==> src/rtl/dot_accum.sv <==
// Streaming signed dot product of paired query/database vectors, one result word per vector.
// Optional DOT_SAT_EN macro: saturate out-of-range results instead of wrapping.
module dot_accum #(
  parameter int DATA_W  = 16,
  parameter int VEC_LEN = 128,
  parameter int ACC_W   = 48,
  parameter int OUT_W   = 32
) (
  input  logic              bus_clk,
  input  logic              rst_n,
  output logic              fifo_a_rden,
  input  logic              fifo_a_empty,
  input  logic [DATA_W-1:0] fifo_a_dout,
  output logic              fifo_b_rden,
  input  logic              fifo_b_empty,
  input  logic [DATA_W-1:0] fifo_b_dout,
  output logic              fifo_out_wren,
  input  logic              fifo_out_full,
  output logic [OUT_W-1:0]  fifo_out_din,
  output logic              busy,
  output logic [15:0]       frames_done,
  output logic              acc_ovf
);

  localparam int CNT_W  = (VEC_LEN > 1) ? $clog2(VEC_LEN) : 1;
  localparam int PROD_W = 2 * DATA_W;

  typedef enum logic [1:0] {
    RUN   = 2'd0,
    DRAIN = 2'd1,
    WRITE = 2'd2
  } state_t;

  state_t                    state;
  state_t                    state_next;
  logic [CNT_W-1:0]          elem_cnt;
  logic                      drain_cnt;
  logic                      drain_done;
  logic                      pair_rd;
  logic                      write_go;
  logic                      last_pair;
  logic                      rd_v;
  logic                      prod_v;
  logic signed [PROD_W-1:0]  a_ext;
  logic signed [PROD_W-1:0]  b_ext;
  logic signed [PROD_W-1:0]  prod;
  logic signed [ACC_W-1:0]   prod_ext;
  logic signed [ACC_W-1:0]   acc;
  logic signed [ACC_W-1:0]   acc_next;
  logic                      acc_first;

  // True when v is representable as a signed OUT_W value.
  function automatic logic fits_out(input logic signed [ACC_W-1:0] v);
    return (v[ACC_W-1:OUT_W-1] == {(ACC_W-OUT_W+1){v[ACC_W-1]}});
  endfunction

  function automatic logic [OUT_W-1:0] to_result(input logic signed [ACC_W-1:0] v);
    logic [OUT_W-1:0] r;
`ifdef DOT_SAT_EN
    if (fits_out(v)) begin
      r = v[OUT_W-1:0];
    end else if (v[ACC_W-1]) begin
      r = {1'b1, {(OUT_W-1){1'b0}}};
    end else begin
      r = {1'b0, {(OUT_W-1){1'b1}}};
    end
`else
    r = v[OUT_W-1:0];
`endif
    return r;
  endfunction

  assign last_pair  = (elem_cnt == CNT_W'(VEC_LEN - 1));
  assign drain_done = (state == DRAIN) && drain_cnt;

  // State register.
  always_ff @(posedge bus_clk) begin
    if (!rst_n) begin
      state <= RUN;
    end else begin
      state <= state_next;
    end
  end

  // Next-state and FIFO strobes; strobes are forced low while reset is asserted.
  always_comb begin
    state_next = state;
    pair_rd    = 1'b0;
    write_go   = 1'b0;
    case (state)
      RUN: begin
        pair_rd = rst_n && !fifo_a_empty && !fifo_b_empty;
        if (pair_rd && last_pair) begin
          state_next = DRAIN;
        end else begin
          state_next = RUN;
        end
      end
      DRAIN: begin
        if (drain_cnt) begin
          state_next = WRITE;
        end else begin
          state_next = DRAIN;
        end
      end
      WRITE: begin
        write_go = rst_n && !fifo_out_full;
        if (write_go) begin
          state_next = RUN;
        end else begin
          state_next = WRITE;
        end
      end
      default: begin
        state_next = RUN;
      end
    endcase
  end

  assign fifo_a_rden   = pair_rd;
  assign fifo_b_rden   = pair_rd;
  assign fifo_out_wren = write_go;
  assign busy          = (state != RUN) || (elem_cnt != '0);

  assign a_ext    = {{DATA_W{fifo_a_dout[DATA_W-1]}}, fifo_a_dout};
  assign b_ext    = {{DATA_W{fifo_b_dout[DATA_W-1]}}, fifo_b_dout};
  assign prod_ext = {{(ACC_W-PROD_W){prod[PROD_W-1]}}, prod};

  // Accumulator input: the first product of a frame replaces the old sum.
  always_comb begin
    acc_next = acc;
    if (prod_v) begin
      if (acc_first) begin
        acc_next = prod_ext;
      end else begin
        acc_next = acc + prod_ext;
      end
    end else begin
      acc_next = acc;
    end
  end

  // Element counter, drain timer, multiply/accumulate pipeline.
  always_ff @(posedge bus_clk) begin
    if (!rst_n) begin
      elem_cnt  <= '0;
      drain_cnt <= 1'b0;
      rd_v      <= 1'b0;
      prod_v    <= 1'b0;
      prod      <= '0;
      acc       <= '0;
      acc_first <= 1'b1;
    end else begin
      if (pair_rd) begin
        elem_cnt <= last_pair ? '0 : elem_cnt + CNT_W'(1);
      end
      drain_cnt <= (state == DRAIN) && !drain_cnt;
      rd_v      <= pair_rd;
      prod_v    <= rd_v;
      if (rd_v) begin
        prod <= a_ext * b_ext;
      end
      acc <= acc_next;
      if (drain_done) begin
        acc_first <= 1'b1;
      end else if (prod_v) begin
        acc_first <= 1'b0;
      end
    end
  end

  // Result capture on drain exit (includes the final product), overflow flag and frame count.
  always_ff @(posedge bus_clk) begin
    if (!rst_n) begin
      fifo_out_din <= '0;
      acc_ovf      <= 1'b0;
      frames_done  <= 16'd0;
    end else begin
      if (drain_done) begin
        fifo_out_din <= to_result(acc_next);
        if (!fits_out(acc_next)) begin
          acc_ovf <= 1'b1;
        end
      end
      if (write_go) begin
        frames_done <= frames_done + 16'd1;
      end
    end
  end

endmodule

==> config.mk <==
export PLATFORM = sky130hd
export DESIGN_NAME = dot_accum
export DESIGN_NICKNAME = d
export VERILOG_FILES = /design/src/rtl/dot_accum.sv
export SDC_FILE = /design/constraint.sdc
export NUM_CORES = 1
export LEC_CHECK = 0
export CORE_MARGIN = 8
export CORE_UTILIZATION = 60
export DETAILED_ROUTE_END_ITERATION = 7
export GPL_TIMING_DRIVEN = 1
export PLACE_DENSITY = 0.8
export SYNTH_ARGS = -nofsm -noshare
export SYNTH_HDL_FRONTEND = slang
export SYNTH_SLANG_ARGS = --single-unit
==> constraint.sdc <==
create_clock -name bus_clk -period 19.3 [get_ports bus_clk]
set_clock_uncertainty 0.05 [all_clocks]
set_input_delay 3.86 -clock bus_clk [delete_from_list [all_inputs] [get_ports bus_clk]]
set_output_delay 3.86 -clock bus_clk [all_outputs]
set_load 0.03 [all_outputs]
==> impl_results.md <==
* Num ports at 90
* Largest family of logic cells by synthesized area: adder cells
* Setup repair bufs after CTS at 0
* Seq pwr share at 9.0%
* Simple-gate share of the synthesized area at 18.20%
* Synth top area cells: fa_1 (29%), dfxtp_1 (16%), ha_1 (9.1%)
* Place WS at 8.207 ns
* CTS tree: done
* Final GP Congestion at roughly 0.90
* Largest net degree at the start of global routing at 72
* Min cycle time layout at 11.11 ns
* Sequential share of the synthesized area at 15.59%
* Hold Path Class: register to register
* Max-Cap Viols at 0
* CP Class: input port to output pin
* Vias per Instance at 5.837
* Port buffer count at 89
* Critical-path top delay cell: nor3_1
* DR iter-0 viols at 1057
* Max VDD drop at 0.0003873 V
* Required @ worst endpoint at 15.39 ns
* Fin Hold WS at approximately 0.40 ns
* Cts bufs inserted at 17
* Routed Antenna Nets at 0
* Syn Std Cell Area at 0.01824 mm²
* Clock root buffer: clkbuf_16
* Vias at 14990
* Yosys top cell area share at 28.87%
* Slew headroom at 23.48%
* Max FO, Critical Path at 63
* WL final at 44860 µm
* Power share of the clock group at under 10%
* Power Internal at roughly 1.8 mW
* Final Util at 65.39%
* Post-synthesis async set-or-reset flop share at 0%
* RSZ-0062 raised after global routing: false
* Share of layout cells above drive strength 1 at 3.039%
* Die W at 190.4 µm
* Seq cells post-synth at 142
* Post-Synth Adder-Cell Area at a little under two fifths
* YS warnings at 0
* Final Max Slew Viols at 0
* Total track usage at roughly 26%
* EDFF count, synth at 0
* Core area at 0.03027 mm²
* Actual slew at the worst max-slew pin at 1.144 ns
* Global-route wire length before repair at 76500 µm
* Sw frac at between 50% and 60%
* Fmax at 0.08998 GHz
* Ys flop type: dfxtp_1
* Post-synthesis xor/xnor area fraction at 4.370%
* Crit. End Element: output pin
* Antenna violations before repair at 0
* Final setup violation count at 0
* Non-Filler Instances at about 2600
* Mapped Cells at 2143
* Distinct cell type count after synthesis at 79
* Psw at 1.820 mW
* Comb power frac at 82.2%
* Run status: completed
* WL/cell at 17.47 µm
* Total power at between 3 and 4 mW
* Layout overhead on the synthesized area at 8.514%
* Pwr per Cell Area at 182.1 mW/mm²
* DRC Markers at 0
* Largest area contributor in the netlist: fa_1
* Later-pin clock latency in the skew report at around 0.43 ns
* Dpl cells at 2536
* Antenna cells at 0
* Area of the die at 0.03623 mm²
* Final hold violations at 0
* Clock tree buffer depth at 2
* Crit path DAT at just over 7 ns
* Worst-path clk slew at roughly 0.060 ns
* Die Y at 190.4 µm
* Initial core utilization at 60.26%
* # clock sinks at 142
* Worst path max stage delay at 0.99 ns
* Final instance area at 0.01979 mm²
* Maximum level of the CTS H-tree at 4
* Final nets at 2591
* Area after DPL at 0.01923 mm²
* Vias in the first global route at 15650
* Setup TNS at 0 ns
* Post-synthesis mux area share at 1.989%
* Final setup margin at 8.186 ns
* Startpoint Class: input port
* Most used cell, CP: clkdlybuf4s50_1
* Post-detail-place hpwl at 34350 µm
* Rows at between 60 and 70
* Synthesized net count at approximately 2600
* Critical-path cell list: clkdlybuf4s50_1, buf_4, clkinv_2, nor3_1, clkdlybuf4s50_1
* Final worst-path cycle share at between 50% and 60%
* Hold-fix buffers, CTS at 0
* Pre-antenna DRT Iters at 7
* Leak pwr at 9.125 nW
* Total grt overflow at 0
* Mean Syn Cell Area at between 8 and 9 µm²
* Post_cts resized at 0
* Compound-gate portion of the synthesized area at 13.00%
==> flip-flops by register name, summed over array words and instances, names as in the netlist, 2 cells and up <==
| name | count |
|---|---|
| acc | 48 |
| fifo_out_din | 32 |
| elem_cnt | 7 |
| frames_done | 16 |
| state | 2 |
| prod | 32 |
==> critical path, delay by kind of cell <==
family,cells,cell delay [ns]
and+or+nand+nor,1,0.99
buffers and inverters,4,2.31
==> worst paths after layout <==
| check | startpoint | end | slack [ns] | cells after the start |
|---|---|---|---|---|
| setup / recovery | rst_n | fifo_a_rden | 8.19 | 5 |
| hold / removal | fifo_out_din[15]$_SDFFE_PN0P_ | fifo_out_din[15]$_SDFFE_PN0P_ | 0.40 | 2 |
| setup reg to reg | prod[31]$_SDFFE_PN0P_ | acc_ovf$_SDFFE_PN0P_ | 14.73 | 15 |
| hold reg to reg | fifo_out_din[15]$_SDFFE_PN0P_ | fifo_out_din[15]$_SDFFE_PN0P_ | 0.40 | 2 |
==> layout make-up <==
| type | instances | area, µm² |
|---|---|---|
| multi-input combinational | 1589 | 13770 |
| tap | 396 | 495.5 |
| clock inverter | 14 | 123.9 |
| inverter | 313 | 1176 |
| clock buffer | 18 | 439.2 |
| sequential | 142 | 2846 |
| timing repair buffer | 96 | 943.4 |
| fill | 2494 | 10480 |
==> metal layers <==
layer / vias to the layer above / GRT usage, % / wire, µm
met5: - / 0 / 0
met4: 0 / 10.35 / 1853
met3: 134 / 3.566 / 2849
met2: 581 / 43.83 / 21960
met1: 7334 / 32.49 / 18210
li1: 6941 / - / -
==> layout by cell type, fill, tap and decap left out, drive strengths merged, types with 4 or more instances in the layout <==
cell	netlist	layout
o21bai	10	10
dfxtp	142	142
xnor2	53	53
clkdlybuf4s50	0	89
nor2b	8	8
o2111ai	4	4
nor4	9	9
xor2	38	38
o211ai	25	25
and3	18	18
o311ai	4	4
fa	263	263
nor2	180	180
inv	312	318
a21o	37	37
or3	13	13
clkinv	1	7
a2111oi	6	6
mux2i	34	34
a211oi	17	17
ha	132	132
nand3	35	35
nand2b	16	16
a31oi	15	15
clkbuf	82	18
o21a	11	11
o31ai	6	6
o21ai	80	80
nand2	229	229
and2	148	148
a21oi	121	121
buf	17	7
a221oi	7	7
nor3	16	16
nand4	12	12
or2	4	4
==> power groups by stage <==
stage	clock network, mW	registers (mW)	logic [mW]
global route	0.334	0.324	3.40
CTS	0.319	0.323	2.98
finish	0.317	0.323	2.96
global placement	0	0.329	2.85
floorplan	0	0.324	2.36
detailed placement	0	0.329	2.96
==> kinds of logic after synthesis <==
| kind of cell | after synthesis |
|---|---|
| buf+inv | 412 |
| mux | 36 |
| simple gates | 699 |
| flops | 142 |
| fa+ha+maj | 395 |
| xor+xnor | 91 |
| compound gates | 368 |
==> Yosys cell counts (all sizes together) (2+ instances only) <==
library cell	instances
or3	13
nor2	180
nand4	12
nand2b	16
xnor2	53
dfxtp	142
inv	312
nor3	16
a2111o	2
a221oi	7
o211a	2
buf	17
nand3b	3
and2	148
a211o	3
and4	2
o311ai	4
mux2i	34
a31o	2
o211ai	25
o21bai	10
xor2	38
nand2	229
a31oi	15
and3	18
ha	132
a221o	3
a21oi	121
a211oi	17
nor4b	2
o31a	2
clkbuf	82
nand3	35
a41oi	3
fa	263
a21o	37
nor2b	8
or2	4
o21ai	80
o21a	11
a2111oi	6
nor4	9
o2111ai	4
mux2	2
o31ai	6
No activity file was read; power rests on OpenSTA's default activity.
==> RTL edit: new RTL, same settings <==
Set the parameter `DATA_W` to 12 (it was 16).
--- a/src/rtl/dot_accum.sv
+++ b/src/rtl/dot_accum.sv
@@ -3,3 +3,3 @@
 module dot_accum #(
-  parameter int DATA_W  = 16,
+  parameter int DATA_W  = 12,
   parameter int VEC_LEN = 128,
Ports: changed (resized fifo_a_dout and fifo_b_dout); port bits go from 90 to 82. No check against the original RTL was run, so the function may have changed too.
==> RTL edit against the unedited design <==
  * Wire length fell by 28%
  * Final area fell by 25%
  * Power fell by 50%
  * Register-to-register slack improved by 90 ps
  * Sequential cell count fell by 8
  * Synthesized area fell by 26%
  * Setup slack got worse by 790 ps
  * Hold slack improved by 2.0 ps
  * Synthesized cell count fell by 22%
  * Sequential share of layout area rose by 3.6 points
  * Combinational power fell by 62%
  * Critical path depth fell by 1
  * Critical path type unchanged
  * Critical endpoint is now fifo_out_wren
  * Largest power group unchanged
==> RTL edit: results (changes against the unedited design) <==
share of post-route cells with drive strength above 1 -> 0.0325 (+0.00208)
Nets -> 1,950 (-25%)
routed wire length on met3 -> 1770 um (-38%)
Comb power frac -> 0.629 (-0.193)
GRT Total Usage -> 0.237 (-0.0197)
Root Buffer -> clkbuf_16
Post-synth top cells -> inv_1 (205), nand2_1 (185), nor2_1 (185)
Synthesized Nets -> 1,930 (-25%)
final wirelength -> 32,100 um (-28%)
CP startpoint -> rst_n
initial DRC count -> 687 (-35%)
ranking of synthesized cells by area -> fa_1 (21%), dfxtp_1 (20%), ha_1 (9.4%)
sw frac -> 0.440 (-0.0651)
cell area power density -> 121 nW/um^2 (-34%)
largest registers -> acc: 48 flops, fifo_out_din: 32 flops, prod: 24 flops
post-synthesis sequential area ratio -> 0.199 (+0.0435)
Post-synth top flop -> dfxtp_1
ANT cells -> 0 (unchanged)
Metal-1 WL -> 14,700 um (-19%)
crit path max fanout -> 68 (+7.9%)
worst reg2reg startpoint -> prod[0]
critical path arrival -> 7990 ps (+790 ps)
Max-slew headroom -> 0.247 (+0.0120)
initial antenna violation count -> 0 (unchanged)
top sig layer -> met4
Post-synth EDFFs -> 0 (unchanged)
Setup Fix Bufs, Post-CTS -> 0 (unchanged)
synth unique cells -> 71 (-10%)
H-Tree Depth -> 4 (unchanged)
VDD IR-drop max -> 81.8 uV (-79%)
Worst-path clk slew -> 60 ps (about the same)
Hold Crit Start -> fifo_out_din[9]
Inserted Clock Buffers -> 17 (unchanged)
Leak -> 0.00656 uW (-28%)
status -> completed
Routability Congestion -> 0.919 (+1.7%)
via count -> 11,200 (-25%)
ys async rst share -> 0 (unchanged)
number of fill cells -> 1,870 (-25%)
# resized after CTS -> 0 (unchanged)
Detailed Routing Iterations Pass 1 -> 7 (unchanged)
first-pass GRT wire length -> 55,500 um (-27%)
hold crit path type -> flop to flop
Clk network pwr share -> 0.193 (+0.105)
I/O Buffers -> 81 (-9.0%)
CTS max path bufs -> 2 (unchanged)
Ys Warns -> 0 (unchanged)
largest net degree at the start of global routing -> 69 (-4.2%)
Cell Rows -> 54 (-16%)
Met2 Wirelength -> 15,000 um (-32%)
Clock Latency Late Sink -> 430 ps (about the same)
Post-DP HPWL -> 25,300 um (-26%)
-- RTL edit: changes by cell type in the layout (fill, tap and decap cells not counted), moves of 21 or more --
cell     before  now
ha_1        132  101
fa_1        263  139
inv_1       311  205
nand2_1     229  185
and2_1      147   61
a21o_1       36   15
-- RTL edit: cells by family after synthesis --
group                      share of synthesized area
muxes                                         0.0208
xor gates and xnor gates                      0.0488
AOI/OAI and AO/OA                              0.142
buffers and inverters                         0.0867
and+or+nand+nor                                0.202
DFF                                            0.199
adders and majority gates                      0.301
-- RTL edit: metal layers --
layer,GRT usage,vias to the layer above
li1,-,5524
met1,0.313,5343
met2,0.395,329
met3,0.0367,43
met4,0.0678,0
met5,0,-
-- RTL edit: worst max-delay path, cell delays in order --
cell	delay [ps]
clkdlybuf4s50_1	1030
clkinv_2	1000
nor4b_1	1230
clkdlybuf4s50_1	850
-- RTL edit: final cells by class --
type | count | area, sq um | share of cell area
clock buffer | 18 | 439 | 0.0295
inverter | 208 | 782 | 0.0525
clock inverter | 14 | 189 | 0.0127
tap | 280 | 350 | 0.0235
multi-input combinational | 1233 | 9610 | 0.644
timing repair buffer | 87 | 856 | 0.0574
sequential | 134 | 2690 | 0.180
-- RTL edit: final timing paths --
kind	slack (ps)	cells after the start	end
max	7400	4	fifo_out_wren
min	400	2	fifo_out_din[9]
max reg2reg	14820	16	acc_ovf
min reg2reg	400	2	fifo_out_din[9]
-- RTL edit: stage by stage --
| stage | instances | setup slack, ps | area, sq um |
|---|---|---|---|
| floorplan | 1661 | 9750 | 13500 |
| global placement | 1942 | 7580 | 14300 |
| detailed placement | 1942 | 7380 | 14300 |
| CTS | 1974 | 7390 | 14900 |
| global route | 1974 | 7020 | 14900 |
| finish | 1974 | 7400 | 14900 |
